`config.mk`:
```
export PLATFORM = sky130hd
export DESIGN_NAME = gray_capture_ctrl_flat
export DESIGN_NICKNAME = d
export VERILOG_FILES = /design/src/rtl/gray_capture_ctrl_if.sv /design/src/rtl/gray_capture_ctrl.sv /design/src/flat_wrapper.sv
export SDC_FILE = /design/constraint.sdc
export NUM_CORES = 1
export LEC_CHECK = 0
export CAP_MARGIN = 20
export CORE_UTILIZATION = 41
export CTS_CLUSTER_DIAMETER = 30
export DETAILED_ROUTE_END_ITERATION = 10
export GPL_TIMING_DRIVEN = 0
export PLACE_DENSITY = 0.69
export REMOVE_ABC_BUFFERS = 1
export SYNTH_ARGS = -nofsm -noshare
export SYNTH_HDL_FRONTEND = slang
export SYNTH_SLANG_ARGS = --single-unit
```
`constraint.sdc`:
```
create_clock -name iCLK -period 2.46 [get_ports iCLK]
set_input_delay 0.492 -clock iCLK [delete_from_list [all_inputs] [get_ports iCLK]]
set_output_delay 0.492 -clock iCLK [all_outputs]
set_load 0.02 [all_outputs]
```
`src/rtl/gray_capture_ctrl_if.sv`:
```
// gray_capture_ctrl_if
//   Bundles the sensor stream, capture control and converter-side outputs of
//   gray_capture_ctrl. Clock and reset stay plain ports on the module.
//   master : drives iSTART/iSTOP/iSKIP and the raw sensor stream
//   slave  : the capture controller, drives the registered pixel stream,
//            coordinates, frame counter and status
interface gray_capture_ctrl_if #(
    parameter int SKIP_W = 4
);
    logic              iSTART;
    logic              iSTOP;
    logic [SKIP_W-1:0] iSKIP;
    logic              iFVAL;
    logic              iLVAL;
    logic [11:0]       iDATA;
    logic [11:0]       oDATA;
    logic              oDVAL;
    logic [10:0]       oX_Cont;
    logic [10:0]       oY_Cont;
    logic [31:0]       oFrame_Cont;
    logic [1:0]        oState;
    logic              oBusy;

    modport master (
        output iSTART, iSTOP, iSKIP, iFVAL, iLVAL, iDATA,
        input  oDATA, oDVAL, oX_Cont, oY_Cont, oFrame_Cont, oState, oBusy
    );

    modport slave (
        input  iSTART, iSTOP, iSKIP, iFVAL, iLVAL, iDATA,
        output oDATA, oDVAL, oX_Cont, oY_Cont, oFrame_Cont, oState, oBusy
    );
endinterface

```
`src/rtl/gray_capture_ctrl.sv`:
```
// gray_capture_ctrl
//   Frame-level capture controller in front of the Bayer-to-gray converter.
//   Registers the raw sensor stream, arms/stops capture on frame boundaries,
//   decimates frames by iSKIP, and produces pixel X/Y plus data-valid.
// Ports:
//   iCLK  pixel clock
//   iRST  asynchronous active-low reset
//   bus   gray_capture_ctrl_if.slave
//         in : iSTART, iSTOP, iSKIP, iFVAL, iLVAL, iDATA
//         out: oDATA, oDVAL, oX_Cont, oY_Cont, oFrame_Cont, oState, oBusy
module gray_capture_ctrl #(
    parameter int COLS   = 1280,
    parameter int SKIP_W = 4
) (
    input  logic iCLK,
    input  logic iRST,
    gray_capture_ctrl_if.slave bus
);
    localparam logic [1:0] IDLE     = 2'd0;
    localparam logic [1:0] ARMED    = 2'd1;
    localparam logic [1:0] CAPTURE  = 2'd2;
    localparam logic [1:0] STOPPING = 2'd3;

    logic [1:0]        state;
    logic              fvalR, fvalPrev, lvalR;
    logic [11:0]       dataR;
    logic              frameEn;
    logic [SKIP_W-1:0] skipCnt;
    logic [10:0]       xCnt, yCnt;
    logic [31:0]       frameCnt;

    logic frameStart, frameEnd, inCap, dval;

    // Edges are taken on the registered FVAL so they line up with oDATA.
    assign frameStart = fvalR & ~fvalPrev;
    assign frameEnd   = ~fvalR & fvalPrev;
    assign inCap      = (state == CAPTURE) || (state == STOPPING);
    assign dval       = frameEn & fvalR & lvalR & inCap;

    always_ff @(posedge iCLK or negedge iRST) begin
        if (!iRST) begin
            state    <= IDLE;
            fvalR    <= 1'b0;
            fvalPrev <= 1'b0;
            lvalR    <= 1'b0;
            dataR    <= '0;
            frameEn  <= 1'b0;
            skipCnt  <= '0;
            xCnt     <= '0;
            yCnt     <= '0;
            frameCnt <= '0;
        end else begin
            fvalR    <= bus.iFVAL;
            fvalPrev <= fvalR;
            lvalR    <= bus.iLVAL;
            dataR    <= bus.iDATA;

            // iSTOP has priority over iSTART everywhere it matters.
            case (state)
                IDLE: begin
                    if (bus.iSTART && !bus.iSTOP) begin
                        state   <= ARMED;
                        skipCnt <= '0;
                    end
                end
                ARMED: begin
                    if (bus.iSTOP)
                        state <= IDLE;
                    else if (frameStart)
                        state <= CAPTURE;
                end
                CAPTURE: begin
                    // Mid-frame stop lets the current frame drain.
                    if (bus.iSTOP)
                        state <= fvalR ? STOPPING : IDLE;
                end
                default: begin
                    if (frameEnd)
                        state <= IDLE;
                end
            endcase

            // Decimation: first frame after arming always passes because
            // skipCnt is cleared on arm.
            if (frameStart && (state == ARMED || state == CAPTURE)) begin
                frameEn <= (skipCnt == '0);
                skipCnt <= (skipCnt == '0) ? bus.iSKIP : skipCnt - 1'b1;
            end else if (frameEnd) begin
                frameEn <= 1'b0;
            end

            // Coordinates describe the pixel currently on oDATA, then advance.
            if (frameStart) begin
                xCnt <= '0;
                yCnt <= '0;
            end else if (dval) begin
                if (xCnt == 11'(COLS - 1)) begin
                    xCnt <= '0;
                    if (yCnt != 11'd2047)
                        yCnt <= yCnt + 11'd1;
                end else begin
                    xCnt <= xCnt + 11'd1;
                end
            end

            if (frameEnd && frameEn && inCap)
                frameCnt <= frameCnt + 32'd1;
        end
    end

    assign bus.oDATA       = dataR;
    assign bus.oDVAL       = dval;
    assign bus.oX_Cont     = xCnt;
    assign bus.oY_Cont     = yCnt;
    assign bus.oFrame_Cont = frameCnt;
    assign bus.oState      = state;
    assign bus.oBusy       = (state != IDLE);
endmodule

```
`src/flat_wrapper.sv`:
```
// flat-port wrapper written by rule: the top's interface ports become plain ports
module gray_capture_ctrl_flat 
#(
    parameter int COLS   = 1280,
    parameter int SKIP_W = 4
)
  (iCLK, iRST, bus_iSTART, bus_iSTOP, bus_iSKIP, bus_iFVAL, bus_iLVAL, bus_iDATA, bus_oDATA, bus_oDVAL, bus_oX_Cont, bus_oY_Cont, bus_oFrame_Cont, bus_oState, bus_oBusy);
  gray_capture_ctrl_if #(.SKIP_W(SKIP_W)) bus_i ();
  input  logic iCLK;
  input  logic iRST;
  input wire logic [$bits(bus_i.iSTART)-1:0] bus_iSTART;
  input wire logic [$bits(bus_i.iSTOP)-1:0] bus_iSTOP;
  input wire logic [$bits(bus_i.iSKIP)-1:0] bus_iSKIP;
  input wire logic [$bits(bus_i.iFVAL)-1:0] bus_iFVAL;
  input wire logic [$bits(bus_i.iLVAL)-1:0] bus_iLVAL;
  input wire logic [$bits(bus_i.iDATA)-1:0] bus_iDATA;
  output wire logic [$bits(bus_i.oDATA)-1:0] bus_oDATA;
  output wire logic [$bits(bus_i.oDVAL)-1:0] bus_oDVAL;
  output wire logic [$bits(bus_i.oX_Cont)-1:0] bus_oX_Cont;
  output wire logic [$bits(bus_i.oY_Cont)-1:0] bus_oY_Cont;
  output wire logic [$bits(bus_i.oFrame_Cont)-1:0] bus_oFrame_Cont;
  output wire logic [$bits(bus_i.oState)-1:0] bus_oState;
  output wire logic [$bits(bus_i.oBusy)-1:0] bus_oBusy;
  assign bus_i.iSTART = bus_iSTART;
  assign bus_i.iSTOP = bus_iSTOP;
  assign bus_i.iSKIP = bus_iSKIP;
  assign bus_i.iFVAL = bus_iFVAL;
  assign bus_i.iLVAL = bus_iLVAL;
  assign bus_i.iDATA = bus_iDATA;
  assign bus_oDATA = bus_i.oDATA;
  assign bus_oDVAL = bus_i.oDVAL;
  assign bus_oX_Cont = bus_i.oX_Cont;
  assign bus_oY_Cont = bus_i.oY_Cont;
  assign bus_oFrame_Cont = bus_i.oFrame_Cont;
  assign bus_oState = bus_i.oState;
  assign bus_oBusy = bus_i.oBusy;
  gray_capture_ctrl #(.COLS(COLS), .SKIP_W(SKIP_W)) u_core (.iCLK(iCLK), .iRST(iRST), .bus(bus_i));
endmodule
```
## After elaboration in Yosys (flattened, before gate mapping)

Cells that the tools add are included.
W data, S select, Z words.

| word-level totals | value |
|---|---|
| word-level logic and storage cells | 69 |
| input bits | 22 |
| flip-flop bits (word level) | 76 |
| output and inout port bits | 70 |

| cells by class | value |
|---|---|
| $add $sub $neg | 4 |
| bitwise logic cells | 7 |
| reduce and logical (&&, ||, !) cells | 20 |
| eq/ne operators | 8 |
| muxes and demuxes | 20 |

Operators by type and width:

| cell | number |
|---|---|
| $mux W11 | 7 |
| $add A32 B1 Y32 const B | 1 |
| $add A11 B1 Y11 const B | 2 |
| $mux W4 | 4 |
| $reduce_bool A2 Y1 | 7 |
| $mux W2 | 6 |
| $eq A11 B11 Y1 const B | 1 |
| $ne A11 B11 Y1 const B | 1 |
| $pmux W2 S3 | 1 |
| $and A1 B1 Y1 | 5 |
| $eq A2 B2 Y1 const B | 2 |
| $logic_and A1 B1 Y1 | 4 |
| $logic_not A4 Y1 | 1 |
| $reduce_and A4 Y1 | 1 |
| $reduce_bool A4 Y1 | 1 |
| $sub A4 B1 Y4 const B | 1 |
| $ne A3 B2 Y1 const B | 1 |
| $reduce_and A3 Y1 | 1 |
| $eq A2 B1 Y1 const B | 1 |
| $logic_not A2 Y1 | 1 |
| $logic_or A1 B1 Y1 | 2 |
| $mux W1 | 2 |
| $ne A2 B1 Y1 const B | 1 |
| $ne A2 B2 Y1 const B | 1 |
| other kinds (3) | 4 |

## Longest topological paths before layout

Gate-level depths: netlist of run 1.

| depth | value |
|---|---|
| word-level depth | 5 |
| mapped depth | 9 |
| mapped depth without buffers | 7 |

## Least setup slack after synthesis of run 1

OpenSTA, ideal clock, no wires.

| timing | value |
|---|---|
| kind | register to register |
| start point | register u_core.state[0] (netlist: u_core.bus.oState[0]) |
| end point | register u_core.frameCnt[19] (netlist: u_core.bus.oFrame_Cont[19]) |
| stages on the path, launching flop included | 10 |
| data required time | 2331 ps |
| path buffers | 2 |
| arrival | 2142 ps |
| clock period less this slack | 2271 ps |
| setup time | 129 ps |
| slack | 189 ps |
| cells stage by stage | dfrtp_1 > inv_1 > ha_1 > buf_4 > o21ai_1 > or3_1 > buf_2 > nor4_4 > nand4_1 > xnor2_1 |

| on the way | value |
|---|---|
| word-level cells in the longest chain between the ends | 3 |
| elaborated cells between the ends (all ways) | 4 |
| those cells by class | eq/ne (2); reduce/logical (2) |

Ends and longest elaborated chain:

| element | RTL line | text |
|---|---|---|
| from (decl) | gray_capture_ctrl.sv:24 | `logic [1:0] state;` |
| from (signal assigned) | gray_capture_ctrl.sv:75 | `state <= fvalR ? STOPPING : IDLE;` |
| $eq A2 B2 Y1 | gray_capture_ctrl.sv:37 | `assign inCap = (state == CAPTURE) \|\| (state == STOPPING);` |
| $logic_or A1 B1 Y1 (*) | gray_capture_ctrl.sv:37 |  |
| $logic_and A1 B1 Y1 (*) | gray_capture_ctrl.sv:106 | `if (frameEnd && frameEn && inCap)` |
| to (signal assigned) | gray_capture_ctrl.sv:107 | `frameCnt <= frameCnt + 32'd1;` |
| to (decl) | gray_capture_ctrl.sv:30 | `logic [31:0] frameCnt;` |

Every way passes the cells marked *; elsewhere a longest branch is shown, timed or not.
A chain may end at the register's enable or synchronous reset.

## Final worst setup path of run 1

| timing | value |
|---|---|
| start point | register u_core.state[0] (netlist: u_core.bus.oState[0]) |
| end point | output bus_oDVAL |

| on the way | value |
|---|---|
| word-level cells in the longest chain between the ends | 3 |
| elaborated cells between the ends (all ways) | 4 |
| those cells by class | eq/ne (2); bitwise (1); reduce/logical (1) |

Ends and longest elaborated chain:

| element | RTL line | text |
|---|---|---|
| $eq A2 B2 Y1 | gray_capture_ctrl.sv:37 |  |
| $logic_or A1 B1 Y1 (*) | gray_capture_ctrl.sv:37 |  |
| $and A1 B1 Y1 (*) | gray_capture_ctrl.sv:38 | `assign dval = frameEn & fvalR & lvalR & inCap;` |
| to (decl) | flat_wrapper.sv:18 | `output wire logic [$bits(bus_i.oDVAL)-1:0] bus_oDVAL;` |

Marked as above.

==> key figures, run 1 <==
STA
  – Post-layout min period: 2.32 ns
  – Hold slack: 0.0670 ns
  – Final hold violations: 0
  – Endpoints failing setup: 0
  – Max Freq: 431 MHz
  – Worst relative slew slack: 61.9%
  – Final Max Slew Viols: 0
  – Final period util: 94.4%
  – Final Skew: 0.00925 ns
  – Worst-Margin Slew: 0.568 ns

Yosys
  – Seq cells post-synth: 76
  – Top-count cell post-synth: dfrtp_1
  – FFs w/ async S/R, synth: 100%
  – Mapped Area: 3460 sq um
  – YS warnings: 0
  – Cell taking the most area after synthesis: dfrtp_1
  – Most common flop cell mapped by yosys: dfrtp_1
  – Synth Instances: 322
  – Post-synthesis sequential area ratio: 54.9%
  – Syn_area_per_cell: 10.8 sq um
  – Post-synth EDFFs: 0
  – Largest cells by area after synthesis: dfrtp_1 55%, xnor2_1 7.3%, xor2_1 3.5%
  – Synth unique cells: 45
  – Synth top area share: 54.9%
  – Synth top cells by count: 76 x dfrtp_1, 29 x xnor2_1, 28 x nor2_1, 25 x nand2_1, 24 x nand3_1

Floorplan
  – Row count: 33
  – Die Wd: 93.9 microns
  – Starting Density: 42.4%
  – Die ar.: 8820 sq um
  – DIE HEIGHT: 93.9 microns
  – Io pins: 92
  – Area of the core: 8180 sq um

Pwr
  – Worst VDD drop: 403 uV
  – Static leakage: 2.09 nW
  – Pwr Total: 0.00327 W
  – Int Power: 0.00239 W
  – Sw Share: 27.1%
  – Comb pwr share: 17.6%
  – Clock power share: 39.5%
  – Seq pwr share: 42.9%
  – Power Dens Cells: 678 nW/um^2
  – Switch Pwr: 0.000886 W

Worst setup path
  – Largest stage delay, worst path: 0.44 ns
  – CP top delay family: buffers and inverters
  – Reg-to-reg slack, setup: 0.16 ns
  – Setup crit end kind: output port
  – Worst Path Arrival: 1.83 ns
  – Critical path's slowest cell: dfrtp_1
  – Reg-to-Reg Start: u_core.bus.oState[0]
  – CP required: 1.97 ns
  – WP buf/inv: 3
  – Worst reg2reg path endpoint: u_core.bus.oY_Cont[6]
  – Worst-path cell chain: inv_1 -> ha_2 -> o2111ai_4 -> inv_2 -> clkdlybuf4s15_1
  – Crit Path Category: flop to output port
  – CP max FO: 8
  – CP Launch Type: flop
  – Reg2reg path depth: 7

Final layout
  – Design Area, Final: 4830 sq um
  – Core Util, Final: 59.0%
  – Fillcell total: 694
  – Diode count: 0
  – Final nets: 454
  – Layout Cells excl Fill: 534
  – Layout cell share with drive strength beyond 1: 7.46%
  – Layout area overhead: 39.4%

Placed design
  – Area post-placement: 4510 sq um
  – I/O Buffers: 91
  – Post-placement cell count: 514
  – HPWL Detailed: 5180 microns
  – GP Congestion: 0.829

Routing
  – Routed Antenna Nets: 0
  – Final WL: 7420 microns
  – Drt initial violations: 114
  – Vias: 2793
  – Drt pass-1 iters: 4
  – WL/cell: 13.9 microns
  – DRC viols: 0
  – Via density: 5.23

Clock tree
  – Hold buffer count at cts: 0
  – Clock Latency Late Sink: 0.35 ns
  – Clock Path Buffers: 2
  – CTS H-Tree Depth: 3
  – TritonCTS Buffers: 9
  – CTS tree: yes
  – Clk root buf: clkbuf_8
  – CTS Sinks: 76
  – Clk slew on worst S/H paths: 0.09 ns

Global routing
  – First-pass GRT wire length: 12400 microns
  – Antenna violations before repair: 0
  – Largest net degree at the start of global routing: 47
  – Global Route Usage Sum: 18.2%
  – Overflow after GRT: 0
  – Via count of the first global-routing pass: 2699

Outcome
  – Status: complete, no violations

Flow run
  – Max-cap violation count: 0

Min path
  – HP Class: input pin to asynchronous set/reset pin
[cells in the final DEF, fill, tap and decap left out, types with 4 or more instances in the layout]
master / netlist / final
ha_1: 8 / 7
and3_1: 9 / 9
o31ai_1: 4 / 4
dfrtp_1: 76 / 76
clkbuf_8: 0 / 10
inv_1: 13 / 12
nand4_1: 10 / 10
buf_4: 1 / 5
nor2_1: 28 / 28
xnor2_1: 29 / 29
a21oi_1: 12 / 12
bufinv_16: 0 / 4
nand3_1: 24 / 24
nor3_1: 7 / 7
clkdlybuf4s50_1: 0 / 89
and4_1: 4 / 4
xor2_1: 14 / 14
nand2_1: 25 / 25
o21ai_0: 10 / 10
[worst reg2reg max path, stage by stage, from the launching register on]
cell       delay (ns)
dfrtp_1          0.44
inv_1            0.11
ha_2             0.28
o2111ai_4        0.21
nor3_4           0.34
nand3_2          0.25
or4_1            0.46
a21oi_1          0.16
[power by group through the flow]
stage	sequential, W	combinational (W)	clock [W]
5_1_grt	0.00141	0.000647	0.00137
3_3_place_gp	0.00142	0.000545	0
3_5_place_dp	0.00142	0.000559	0
4_1_cts	0.00140	0.000567	0.00131
6_report	0.00140	0.000577	0.00129
2_1_floorplan	0.00145	0.000295	0
[worst max path at each step]
stage / from / end / depth (start not counted)
after floorplan: u_core.bus.oState[0] / u_core.bus.oFrame_Cont[19] / 7
after global placement: iRST / u_core.bus.oX_Cont[3] / 1
after detailed placement: u_core.bus.oState[0] / u_core.bus.oFrame_Cont[19] / 7
after CTS: u_core.bus.oState[0] / bus_oDVAL / 5
after global routing: u_core.bus.oState[0] / u_core.bus.oY_Cont[6] / 7
final: u_core.bus.oState[0] / bus_oDVAL / 5
[logic make-up (layout without fill, tap and decap cells)]
family          Yosys count  in the layout  share of synthesized area [%]
simple gates            132            132                           20.9
flops                    76             76                           54.9
compound gates           43             43                           7.73
xor+xnor                 43             43                           10.9
buf+inv                  18            125                           2.10
fa+ha+maj                 8              8                           2.89
mux                       2              2                          0.614
[layout make-up]
type	count	area, sq um	share of cell area [%]
flip-flops and latches	76	1900	39.4
multi-input cells	228	1510	31.2
repair buffers	96	966	20.0
clock buffers	10	138	2.85
clock inverters	6	134	2.77
well taps	105	131	2.72
inverters	13	48.8	1.01
[layer usage]
layer  up-vias  GRT usage (%)  routed length [microns]  part of all wire (%)
met4         0           9.23                      146                   2.0
li1       1336              -                        -                     -
met2        92           28.5                     3360                    45
met3        12           4.29                      399                   5.4
met1      1353           23.6                     3510                    47
met5         -              0                        0                     0
[timing repair]
action,in CTS,in global routing
gates resized for setup,3,3
buffers inserted,2,1
pin swaps,1,1
endpoints found under the setup margin,10,7
[per-stage QoR]
| stage | setup TNS (ns) | setup WS (ns) |
|---|---|---|
| floorplan | 0 | 0.155 |
| global placement | -137.50 | -1.81 |
| detailed placement | -0.309 | -0.0834 |
| CTS | 0 | 0.0375 |
| global route | -0.00233 | -0.00233 |
| finish | 0 | 0.138 |
[sequential cells by signal (all words and copies together) (netlist names)]
| signal | flops |
|---|---|
| u_core.bus.oDATA | 12 |
| u_core.skipCnt | 4 |
| u_core.bus.oX_Cont | 11 |
| u_core.fvalPrev | 1 |
| u_core.bus.oState | 2 |
| u_core.bus.oY_Cont | 11 |
| u_core.frameEn | 1 |
| u_core.fvalR | 1 |
| u_core.bus.oFrame_Cont | 32 |
| u_core.lvalR | 1 |
Note: power is estimated with default switching activity, not from simulation.
==> inputs of run 2 (changes only) <==
--- a/config.mk
+++ b/config.mk
@@ -9,8 +9,8 @@
 export CORE_UTILIZATION = 41
 export CTS_CLUSTER_DIAMETER = 30
 export DETAILED_ROUTE_END_ITERATION = 10
+export DONT_BUFFER_PORTS = 1
 export GPL_TIMING_DRIVEN = 0
-export PLACE_DENSITY = 0.69
 export REMOVE_ABC_BUFFERS = 1
 export SYNTH_ARGS = -nofsm -noshare
 export SYNTH_HDL_FRONTEND = slang
==> key figures, run 2 (synthesis results as in run 1) <==
Outcome
  – Status: complete, no violations

Worst setup path
  – Reg2reg path depth: 8 (+1)
  – Setup crit end kind: flop
  – Worst Path Arrival: 2.57 ns (+0.74 ns)
  – Worst reg2reg path endpoint: u_core.bus.oY_Cont[8]
  – CP Launch Type: flop
  – Critical Path End: u_core.bus.oY_Cont[8]
  – Crit Path Category: flop to flop
  – Reg-to-Reg Start: u_core.bus.oState[0]
  – CP required: 2.72 ns (+0.75 ns)
  – CP max FO: 8 (unchanged)
  – Reg-to-reg slack, setup: 0.15 ns (about the same)
  – Critical Path Start: u_core.bus.oState[0]

Routing
  – DRC viols: 0 (unchanged)
  – Vias: 2418 (-13%)
  – WL/cell: 15.6 microns (+12%)
  – Drt initial violations: 83 (-27%)
  – Drt pass-1 iters: 5 (+1)
  – Routed Antenna Nets: 0 (unchanged)
  – Final WL: 6940 microns (-6.5%)
  – Via density: 5.43 (+3.9%)

STA
  – Setup_tns: 0 ns (unchanged)
  – Final period util: 93.9% (-0.46 points)
  – Endpoints failing setup: 0 (unchanged)
  – Final Skew: 0.0126 ns (+0.00332 ns)
  – Final hold violations: 0 (unchanged)
  – Worst relative slew slack: 58.6% (-3.3 points)
  – Worst-Margin Slew: 0.617 ns (+0.0491 ns)
  – Final Max Slew Viols: 0 (unchanged)
  – Hold slack: 0.00791 ns (-0.0590 ns)
  – Max Freq: 433 MHz (+0.48%)
  – Post-layout min period: 2.31 ns (-0.0112 ns)

Clock tree
  – CTS tree: yes
  – Clk slew on worst S/H paths: 0.09 ns (about the same)
  – Clock Path Buffers: 2 (unchanged)
  – CTS H-Tree Depth: 3 (unchanged)
  – Clk root buf: clkbuf_8
  – Clock Latency Late Sink: 0.34 ns (about the same)
  – TritonCTS Buffers: 9 (unchanged)
  – CTS Sinks: 76 (unchanged)

Final layout
  – Layout area overhead: 10.9%
  – Final nets: 365 (-20%)
  – Core Util, Final: 47.0% (-12 points)
  – Layout Cells excl Fill: 445 (-17%)
  – Most frequent cells in the layout: 74 x dfrtp_1, 29 x xnor2_1, 28 x nor2_1
  – Register area: 1900 sq um (+0.13%)
  – Commonest non-fill, non-tap cell in the layout: dfrtp_1
  – Multi-input gate area: 1520 sq um (+0.58%)
  – Diode count: 0 (unchanged)
  – Max FFs per register: 32 (unchanged)
  – Fillcell total: 750 (+8.1%)
  – Layout cell share with drive strength beyond 1: 10.0% (+2.5 points)

Pwr
  – Static leakage: 1.73 nW (-17%)
  – Worst VDD drop: 390 uV (-3.1%)
  – Clock power share: 31.1% (-8.4 points)
  – Sw Share: 31.5% (+4.4 points)
  – Comb pwr share: 14.5% (-3.1 points)
  – Switch Pwr: 0.000846 W (-4.6%)
  – Int Power: 0.00184 W (-23%)
  – Seq pwr share: 54.4% (+12 points)
  – Power Dens Cells: 699 nW/um^2 (+3.1%)

Global routing
  – GR peak layer: met2
  – Antenna violations before repair: 0 (unchanged)
  – Met1 usage: 21.3% (-2.3 points)
  – Largest net degree at the start of global routing: 77 (+64%)
  – Met2 usage: 25.4% (-3.0 points)
  – First-pass GRT wire length: 11200 microns (-10%)
  – Met3 usage: 5.26% (+0.97 points)
  – Overflow after GRT: 0 (unchanged)
  – Global Route Usage Sum: 16.4% (-1.9 points)
  – Via count of the first global-routing pass: 2294 (-15%)

Floorplan
  – Die Wd: 93.9 microns (unchanged)
  – Die ar.: 8820 sq um (unchanged)
  – Starting Density: 42.4% (unchanged)
  – Row count: 33 (unchanged)
  – Area of the core: 8180 sq um (unchanged)
  – Io pins: 92 (unchanged)
  – DIE HEIGHT: 93.9 microns (unchanged)

Placed design
  – I/O Buffers: 0 (-100%)
  – Post-placement cell count: 422 (-18%)
  – GP Congestion: 0.772 (-6.8%)
  – HPWL Detailed: 4810 microns (-7.2%)

Flow run
  – Max-cap violation count: 0 (unchanged)

Min path
  – HP Class: input pin to asynchronous set/reset pin
[run 2: changes by cell type in the layout (fill, tap and decap cells not counted), sizes merged]
cell           delta
clkdlybuf4s50    -89
clkinv            +5
bufinv            -4
buf               +1
clkdlybuf4s15     -1
inv               -1
[run 2: repair_timing]
| action | CTS | global route |
|---|---|---|
| endpoints found under the setup margin | 13 | 11 |
| hold buffers | 1 | 0 |
| resized for setup | 2 | 5 |
| buffers inserted | 1 | 4 |
| hold endpoints to repair | 76 | 0 |
| pin swaps | 2 | 1 |
[run 2: routing by layer]
layer	vias to the layer above	wire length, microns	share of wire [%]
met4	0	88	1.3
li1	1162	-	-
met3	7	531	7.7
met2	84	3110	45
met5	-	0	0
met1	1165	3210	46
[run 2: how the worst min path moves through the flow]
stage,to,depth (start not counted),start,slack [ns]
floorplan,u_core.bus.oDATA[0],0,iRST,0.20
global placement,u_core.bus.oFrame_Cont[17],0,iRST,0.20
detailed placement,u_core.bus.oFrame_Cont[17],0,iRST,0.20
CTS,u_core.bus.oFrame_Cont[17],1,iRST,0.04
global route,u_core.bus.oFrame_Cont[18],1,iRST,0.04
finish,u_core.bus.oFrame_Cont[17],1,iRST,0.008
[run 2: cell type report]
cell class                 count  share of cell area (%)
sequential                    76                    49.6
multi-input combinational    228                    39.5
tap                          105                    3.42
clock buffer                  10                    3.32
timing repair buffer           7                    1.89
inverter                      13                    1.27
clock inverter                 6                    1.07
[run 2: metrics by stage]
step	instance area, sq um	total power [W]	worst slack, ns
final	3840	0.00269	0.149
after floorplan	3440	0.00175	0.155
after CTS	3780	0.00271	0.00221
after global routing	3840	0.00284	-0.0349
after global placement	3570	0.00182	-0.168
after detailed placement	3570	0.00183	-0.258
[run 2: power groups by stage]
stage / clock (W) / sequential [W] / combinational, W
2_1_floorplan: 0 / 0.00145 / 0.000295
3_3_place_gp: 0 / 0.00148 / 0.000342
3_5_place_dp: 0 / 0.00148 / 0.000352
6_report: 0.000836 / 0.00146 / 0.000390
5_1_grt: 0.000908 / 0.00148 / 0.000457
4_1_cts: 0.000867 / 0.00146 / 0.000384
[run 2: critical path, stage by stage, from the launching register on]
cell and delay, ns:
dfrtp_2 0.49, inv_1 0.15, ha_4 0.20, o2111ai_2 0.23
nor3_4 0.40, buf_4 0.18, nand3_1 0.08, or3_1 0.33
a21oi_1 0.17
==> inputs of run 3 (changes only) <==
--- a/config.mk
+++ b/config.mk
@@ -12,6 +12,7 @@
 export DONT_BUFFER_PORTS = 1
 export GPL_TIMING_DRIVEN = 0
 export REMOVE_ABC_BUFFERS = 1
+export SKIP_LAST_GASP = 1
 export SYNTH_ARGS = -nofsm -noshare
 export SYNTH_HDL_FRONTEND = slang
 export SYNTH_SLANG_ARGS = --single-unit
==> results of run 3 <==
No change in the layout: final DEF, timing and power equal those of run 2.
